==> src/rtl/aes_cipher_iter.sv <==
// Iterative AES encryption core: one cipher round per clock.
// Consumes the full expanded key schedule from the key expansion stage and
// produces the ciphertext with a start/done handshake. AES-128/192/256 are
// selected by Nk/Nr, which must match the key expansion instance.
module aes_cipher_iter #(
   parameter int Nk = 4,
   parameter int Nr = 10
) (
   input  logic                  clk,
   input  logic                  reset,
   input  logic                  start,
   input  logic [0:127]          data_in,
   input  logic [0:128*(Nr+1)-1] w,
   output logic                  busy,
   output logic                  done,
   output logic [0:127]          data_out
);

   localparam int RW = $clog2(Nr + 1);

   // An Nk/Nr pair that disagrees with the key expansion is a build error.
   if (Nr != Nk + 6) begin : g_cfg_mismatch
      $error("aes_cipher_iter: Nr must equal Nk + 6");
   end

   // Standard FIPS-197 S-box, byte 0 at the left.
   localparam logic [0:2047] SBOX = {
      128'h637c777bf26b6fc53001672bfed7ab76, 128'hca82c97dfa5947f0add4a2af9ca472c0,
      128'hb7fd9326363ff7cc34a5e5f171d83115, 128'h04c723c31896059a071280e2eb27b275,
      128'h09832c1a1b6e5aa0523bd6b329e32f84, 128'h53d100ed20fcb15b6acbbe394a4c58cf,
      128'hd0efaafb434d338545f9027f503c9fa8, 128'h51a3408f929d38f5bcb6da2110fff3d2,
      128'hcd0c13ec5f974417c4a77e3d645d1973, 128'h60814fdc222a908846eeb814de5e0bdb,
      128'he0323a0a4906245cc2d3ac629195e479, 128'he7c8376d8dd54ea96c56f4ea657aae08,
      128'hba78252e1ca6b4c6e8dd741f4bbd8b8a, 128'h703eb5664803f60e613557b986c11d9e,
      128'he1f8981169d98e949b1e87e9ce5528df, 128'h8ca1890dbfe6426841992d0fb054bb16
   };

   typedef enum logic {S_IDLE, S_RUN} state_t;

   state_t          r_fsm;
   logic [RW-1:0]   r_round;
   logic [0:127]    r_state;
   logic [0:127]    r_data_out;
   logic            r_busy;
   logic            r_done;

   logic [0:127]    w_keys [0:Nr];
   logic [0:127]    w_rk;
   logic [0:127]    w_sb;
   logic [0:127]    w_sr;
   logic [0:127]    w_mc;

   function automatic logic [7:0] sbox(input logic [7:0] b);
      return SBOX[{b, 3'b000} +: 8];
   endfunction

   function automatic logic [7:0] xtime(input logic [7:0] b);
      return {b[6:0], 1'b0} ^ (b[7] ? 8'h1b : 8'h00);
   endfunction

   function automatic logic [0:127] sub_bytes(input logic [0:127] s);
      logic [0:127] o;
      for (int k = 0; k < 16; k++) o[k*8 +: 8] = sbox(s[k*8 +: 8]);
      return o;
   endfunction

   // Byte k sits at row k%4, column k/4; row r rotates left by r columns.
   function automatic logic [0:127] shift_rows(input logic [0:127] s);
      logic [0:127] o;
      for (int r = 0; r < 4; r++)
         for (int c = 0; c < 4; c++)
            o[(r + 4*c)*8 +: 8] = s[(r + 4*((c + r) % 4))*8 +: 8];
      return o;
   endfunction

   function automatic logic [0:127] mix_columns(input logic [0:127] s);
      logic [0:127] o;
      logic [7:0]   a0, a1, a2, a3;
      for (int c = 0; c < 4; c++) begin
         a0 = s[(4*c + 0)*8 +: 8];
         a1 = s[(4*c + 1)*8 +: 8];
         a2 = s[(4*c + 2)*8 +: 8];
         a3 = s[(4*c + 3)*8 +: 8];
         o[(4*c + 0)*8 +: 8] = xtime(a0) ^ xtime(a1) ^ a1 ^ a2 ^ a3;
         o[(4*c + 1)*8 +: 8] = a0 ^ xtime(a1) ^ xtime(a2) ^ a2 ^ a3;
         o[(4*c + 2)*8 +: 8] = a0 ^ a1 ^ xtime(a2) ^ xtime(a3) ^ a3;
         o[(4*c + 3)*8 +: 8] = xtime(a0) ^ a0 ^ a1 ^ a2 ^ xtime(a3);
      end
      return o;
   endfunction

   for (genvar g = 0; g <= Nr; g++) begin : g_keys
      assign w_keys[g] = w[g*128 +: 128];
   end

   // One shared round datapath; the final round simply skips MixColumns.
   assign w_rk = w_keys[r_round];
   assign w_sb = sub_bytes(r_state);
   assign w_sr = shift_rows(w_sb);
   assign w_mc = mix_columns(w_sr);

   // Control FSM and round state: IDLE accepts a block, RUN does one round per edge.
   always_ff @(posedge clk) begin
      if (reset) begin
         r_fsm      <= S_IDLE;
         r_round    <= '0;
         r_state    <= '0;
         r_data_out <= '0;
         r_busy     <= 1'b0;
         r_done     <= 1'b0;
      end else begin
         case (r_fsm)
            S_IDLE: begin
               r_done <= 1'b0;
               if (start) begin
                  r_state <= data_in ^ w_keys[0];
                  r_round <= RW'(1);
                  r_busy  <= 1'b1;
                  r_fsm   <= S_RUN;
               end
            end
            S_RUN: begin
               if (r_round == RW'(Nr)) begin
                  r_data_out <= w_sr ^ w_rk;
                  r_done     <= 1'b1;
                  r_busy     <= 1'b0;
                  r_round    <= '0;
                  r_fsm      <= S_IDLE;
               end else begin
                  r_state <= w_mc ^ w_rk;
                  r_round <= r_round + 1'b1;
               end
            end
            default: r_fsm <= S_IDLE;
         endcase
      end
   end

   assign busy     = r_busy;
   assign done     = r_done;
   assign data_out = r_data_out;

endmodule

==> config.mk <==
export PLATFORM = sky130hd
export DESIGN_NAME = aes_cipher_iter
export DESIGN_NICKNAME = d
export VERILOG_FILES = /design/src/rtl/aes_cipher_iter.sv
export SDC_FILE = /design/constraint.sdc
export NUM_CORES = 2
export LEC_CHECK = 0
export CAP_MARGIN = 5
export CORE_AREA = 3 3 641 643
export CTS_BUF_LIST = sky130_fd_sc_hd__clkbuf_4
export DETAILED_ROUTE_END_ITERATION = 6
export DIE_AREA = 0 0 644 646
export PLACE_DENSITY = 0.36
export SYNTH_ARGS = -nofsm -noshare
export SYNTH_HDL_FRONTEND = slang
export SYNTH_SLANG_ARGS = --single-unit
==> constraint.sdc <==
create_clock -name clk -period 7.7 [get_ports clk]
set_input_delay 0.77 -clock clk [delete_from_list [all_inputs] [get_ports clk]]
set_output_delay 0.77 -clock clk [all_outputs]
set_load 0.005 [all_outputs]
# Word level (Yosys, flattened, before mapping)
# Cells that the tools add are included.
dict set report word_totals {
  ff_bits 263
  word_cells 165
  out_inout_bits 130
  inputBits 1539
}
dict set report classes {
  n_addsub 1
  order_cmp 1
  n_mux 33
  n_eq_ne 4
  reduce_logical 3
  n_bitwise 101
  shift 16
}
# cell n
set op_table {}
lappend op_table {{$shiftx A2048 B12 Y2049 const A} 16}
lappend op_table {{$bmux W128 S4} 1}
lappend op_table {{$mux W128} 4}
lappend op_table {{$xor A8 B8 Y8} 64}
lappend op_table {{$xor A128 B128 Y128} 3}
lappend op_table {{$pmux W128 S2} 1}
lappend op_table {{$not A11 Y12} 16}
lappend op_table {{$xor A8 B5 Y8} 16}
lappend op_table {{$mux W5} 16}
lappend op_table {{$mux W4} 2}
lappend op_table {{$pmux W4 S2} 1}
lappend op_table {{$pmux W1 S2} 3}
lappend op_table {{$reduce_and A2 Y1} 3}
lappend op_table {{$ge A5 B5 Y1 const B} 1}
lappend op_table {{$mux W1} 5}
lappend op_table {{$not A4 Y5} 1}
lappend op_table {{$add A4 B1 Y4 const B} 1}
lappend op_table {{$eq A4 B4 Y1 const B} 1}
lappend op_table {{$ne A2 B2 Y1 const B} 2}
lappend op_table {{$ne A2 B1 Y1 const B} 1}
lappend op_table {{$not A1 Y1} 1}

# Depth between registers and ports, before layout
dict set report depth {
  word_depth 11
  depth_mapped 17
  depth_no_buf 14
}

# Worst setup path before layout
# OpenSTA, ideal clock, no wires.
dict set report synth_timing {
  path_kind {flip-flop to flip-flop}
  from {register r_state[70] (netlist name)}
  to {register r_state[68] (netlist name)}
  t_required_ps 7570
  slack_ps 3641
  stages_incl_launch_ff 16
  arrival_ps 3929
  setup_time_ps 130
  period_less_slack_ps 4059
  n_path_buf 4
  path_cell_list {dfxtp_1 -> buf_2 -> clkbuf_1 -> inv_1 -> ha_1 -> or2_2 -> buf_2 -> a2111oi_2 -> nor2_1 -> mux4_2 -> a211o_1 -> buf_2 -> xor2_1 -> xnor3_1 -> xor2_1 -> o22ai_2}
}
dict set report synth_between {
  elab_chain_cells 11
}
# item line_no
set synth_lines {}
lappend synth_lines {{start: declaration} 42} ;# logic [0:127] r_state;
lappend synth_lines {{start signal: assignment} 116} ;# r_state <= data_in ^ w_keys[0];
lappend synth_lines {{start signal: assignment} 130} ;# r_state <= w_mc ^ w_rk;
lappend synth_lines {{$not A11 Y12 (implied by the code) (*)} 54} ;# return SBOX[{b, 3'b000} +: 8];
lappend synth_lines {{$shiftx A2048 B12 Y2049 (*)} 54}
lappend synth_lines {{$mux W5} 58} ;# return {b[6:0], 1'b0} ^ (b[7] ? 8'h1b : 8'h00);
lappend synth_lines {{$xor A8 B5 Y8 (*)} 58}
lappend synth_lines {{$xor A8 B8 Y8 (*) (4 in series)} 84} ;# o[(4*c + 0)*8 +: 8] = xtime(a0) ^ xtime(a1) ^ a1 ^ a2 ^ a3;
lappend synth_lines {{$xor A128 B128 Y128 (*)} 130}
lappend synth_lines {{$mux W128 (*)} 123} ;# if (r_round == RW'(Nr)) begin
lappend synth_lines {{$pmux W128 S2 (*)} 112} ;# case (r_fsm)
# Mark *: on every way between the ends. The rest lies on a longest branch, timed or not. The select of a mux whose other input is x is not followed.
# A chain may end at the register's enable or synchronous reset.

# Worst setup path after layout
dict set report layout_timing {
  from {register r_state[23] (netlist name)}
  to {register r_state[79] (netlist name)}
}
dict set report layout_between {
  elab_chain_cells 10
}
# item line_no
set layout_lines {}
lappend layout_lines {{$not A11 Y12 (implied by the code) (*)} 54}
lappend layout_lines {{$shiftx A2048 B12 Y2049 (*)} 54}
lappend layout_lines {{$mux W5} 58}
lappend layout_lines {{$xor A8 B5 Y8} 58}
lappend layout_lines {{$xor A8 B8 Y8} 85} ;# o[(4*c + 1)*8 +: 8] = a0 ^ xtime(a1) ^ xtime(a2) ^ a2 ^ a3;
lappend layout_lines {{$xor A8 B8 Y8 (*) (2 in series)} 85}
lappend layout_lines {{$xor A128 B128 Y128 (*)} 130}
lappend layout_lines {{$mux W128 (*)} 123}
lappend layout_lines {{$pmux W128 S2 (*)} 112}
# Marks and branches as above.

==> results_dict.tcl <==
set metrics [dict create \
    setup_tns_ns 0 \
    dieArea_um2 416000 \
    synth_cell_types 129 \
    die-height_um 646 \
    vdd_drop_max_mv 0.463 \
    ctsLongestPathBuffers 4 \
    totalWireLength_mm 783 \
    start_util 0.206 \
    drive_gt1_frac 0.103 \
    cts_num_sinks 263 \
    skew_ns 0.209 \
    synth.top_cell.area_share 0.115 \
    required_ns 8.76 \
    die_x_um 644 \
    wl_per_cell_um 42.8 \
    fin_crit_sh 0.766 \
    ys_warn_count 0 \
    synth_top_family_by_area "compound AO/OA/AOI/OAI gates" \
    synth_edf_count 0 \
    synthesis.nets 13600 \
    via_per_inst 6.03 \
    drt_pass1_iterations 7 \
    grt_start_max_net_pins 118 \
    cts_tree "built" \
    min_period_ns 5.90 \
    vias 110000 \
    synth_simple_gate_area_frac 0.216 \
    cts_root_buf "clkbuf_4" \
    gp_congestion 1.02 \
    cts_setup_buffers 0 \
    p_per_area_nw_per_um2 531 \
    clkTransAtPathRegs_ns 0.07 \
    coreArea_um2 406000 \
    ys_top_cells_by_area "mux4_2 (12%), a21oi_1 (6.9%), dfxtp_1 (6.3%)" \
    synth_compound_area_frac 0.348 \
    io_pins 1669 \
    max_freq_mhz 169 \
    synth_mux_area_frac 0.160 \
    multi_input_area_um2 71400 \
    area_growth_pct 26.6 \
    drc_errors 1 \
    finalHoldViolCount 0 \
    violations "DRC, capacitance limit, slew limit" \
    synth_flop_cell "dfxtp_1" \
    slew-limit-headroom -0.0570 \
    cp-end-kind "flip-flop" \
    post-synth-top-count-cell "a21oi_1" \
    setup_viol 0 \
    worstSetupStartpointType "flip-flop" \
    htreeDepth 3 \
    path_class "flip-flop to flip-flop" \
    rows 234 \
    grt_pass1_wl_mm 1020 \
    antenna_found_initial 301 \
    yosysTopAreaCell "mux4_2" \
    status "finished with violations" \
    worst_pin_slew_ns 1.59 \
    fillCellCount 45600 \
    synth_commonest_cells "a21oi_1 (1149), nor2_1 (901), o21ai_0 (887)" \
    synth-adder-area-share 0.0365 \
    seqCellArea_um2 5410 \
    synthArstFlopShare 0 \
    ys_ff_latch 263 \
    grt_pass1_vias 102000 \
    place_hpwl_mm 626 \
    clk_latency_ns 1.35 \
    power_leakage_nw 33.9 \
    maxCapViolCount 1 \
    grt_overflow 0 \
    synthCells 11800 \
    drt-initial-drc-count 17100 \
    rsz0062_at_grt "no" \
    cp.arrival_ns 6.96 \
    ant_nets 0 \
    numCtsBuffers 104 \
    port_buffers 1668 \
    grt_usage 0.355 \
    yosysSeqAreaShare 0.0630 \
    synthXorXnorAreaFrac 0.0914 \
    report.final.slew_viol_count 3 \
    fin_util 0.261 \
    final_nets 14300 \
    avgSynthCellArea_um2 7.09 \
    cp_max_fo 31 \
    hold_class "input port to flip-flop" \
    netlist_area_um2 83600 \
]
## state kept, by name (all words and copies together) (netlist names)
signal	flops
r_fsm	1
done	1
r_round	4
r_state	128
data_out	128
busy	1
## path summary, 6_finish.rpt
check | from | endpoint | slack [ns] | cells past startpoint
worst max register to register | r_state[23]$_SDFFE_PP0P_ | r_state[79]$_SDFFE_PP0P_ | 1.80 | 13
worst min-delay path | data_in[13] | r_state[13]$_SDFFE_PP0P_ | 0.29 | 5
worst max-delay path | r_state[23]$_SDFFE_PP0P_ | r_state[79]$_SDFFE_PP0P_ | 1.80 | 13
worst min register to register | data_out[84]$_SDFFE_PP0P_ | data_out[84]$_SDFFE_PP0P_ | 0.45 | 2
## through the flow
step | hold slack, ns | instance area, um2 | total power, W | instances | setup slack (ns)
final | 0.291 | 106000 | 0.0561 | 18300 | 1.80
after global routing | 0.317 | 106000 | 0.0581 | 18200 | 1.96
after CTS | 0.169 | 105000 | 0.0546 | 18000 | 2.18
after detailed placement | 0.447 | 104000 | 0.0524 | 17800 | 2.25
after global placement | 0.442 | 104000 | 0.0533 | 17800 | 2.14
after floorplan | 0.448 | 83600 | 0.0351 | 11800 | 3.64
## cell families (layout without fill, tap and decap cells)
group                    after synthesis  after routing
flip-flops                           263            263
AO/OA/AOI/OAI                       4358           4358
buffers and inverters               1599           2371
XOR/XNOR                             844            844
other                                  0            309
adder cells (fa/ha/maj)              245            245
multiplexers                         794            794
AND/OR/NAND/NOR                     3684           3684
## layout by cell type (no fill, tap or decap), types with 306 or more instances in the layout
| cell | n |
|---|---|
| nand2_1 | 863 |
| diode_2 | 309 |
| buf_4 | 332 |
| nor3_1 | 407 |
| mux2i_1 | 332 |
| nand3_1 | 306 |
| nor2_1 | 899 |
| a21oi_1 | 1145 |
| xnor2_1 | 591 |
| o21ai_0 | 886 |
| mux4_2 | 428 |
| clkdlybuf4s50_1 | 1667 |
| nand2b_1 | 342 |
## cell type report
type                       count  area share
antenna                      309     0.00731
timing repair buffer        2017       0.185
clock inverter                30     0.00115
sequential                   263      0.0511
inverter                     178     0.00632
multi-input combinational   9925       0.675
clock buffer                 146      0.0104
tap                         5428      0.0642
## what timing repair did
| action | 4_1_cts | 5_1_grt |
|---|---|---|
| setup endpoints to repair | 0 | 0 |
| hold endpoints to repair | 30 | 0 |
| hold buffers | 1 | 0 |
| gates resized for setup | 0 | 0 |
## worst max-delay path, cell delays in order, from the launching register on
cell	delay, ns
dfxtp_1	0.32
buf_4	0.37
clkinv_1	0.51
ha_1	0.78
buf_4	0.29
nand2b_1	0.27
a41oi_1	0.28
o21ai_0	0.29
o311a_1	0.32
o32ai_4	0.63
xnor2_2	0.22
xnor2_1	0.19
xnor2_1	0.78
o22ai_1	0.30
## power breakdown
group,internal (W),leakage [nW],switching (W)
Sequential,0.00169,2.18,0.00108
Combinational,0.0182,31.0,0.0333
Clock,0.000859,0.724,0.00101
## layer usage
layer / global-route usage / vias up / wire (um)
li1: - / 46300 / -
met1: 0.438 / 55100 / 304000
met2: 0.521 / 7424 / 328000
met3: 0.101 / 1460 / 78100
met4: 0.271 / 102 / 72100
met5: 0 / - / 664
(Power assumes the default switching activity.)
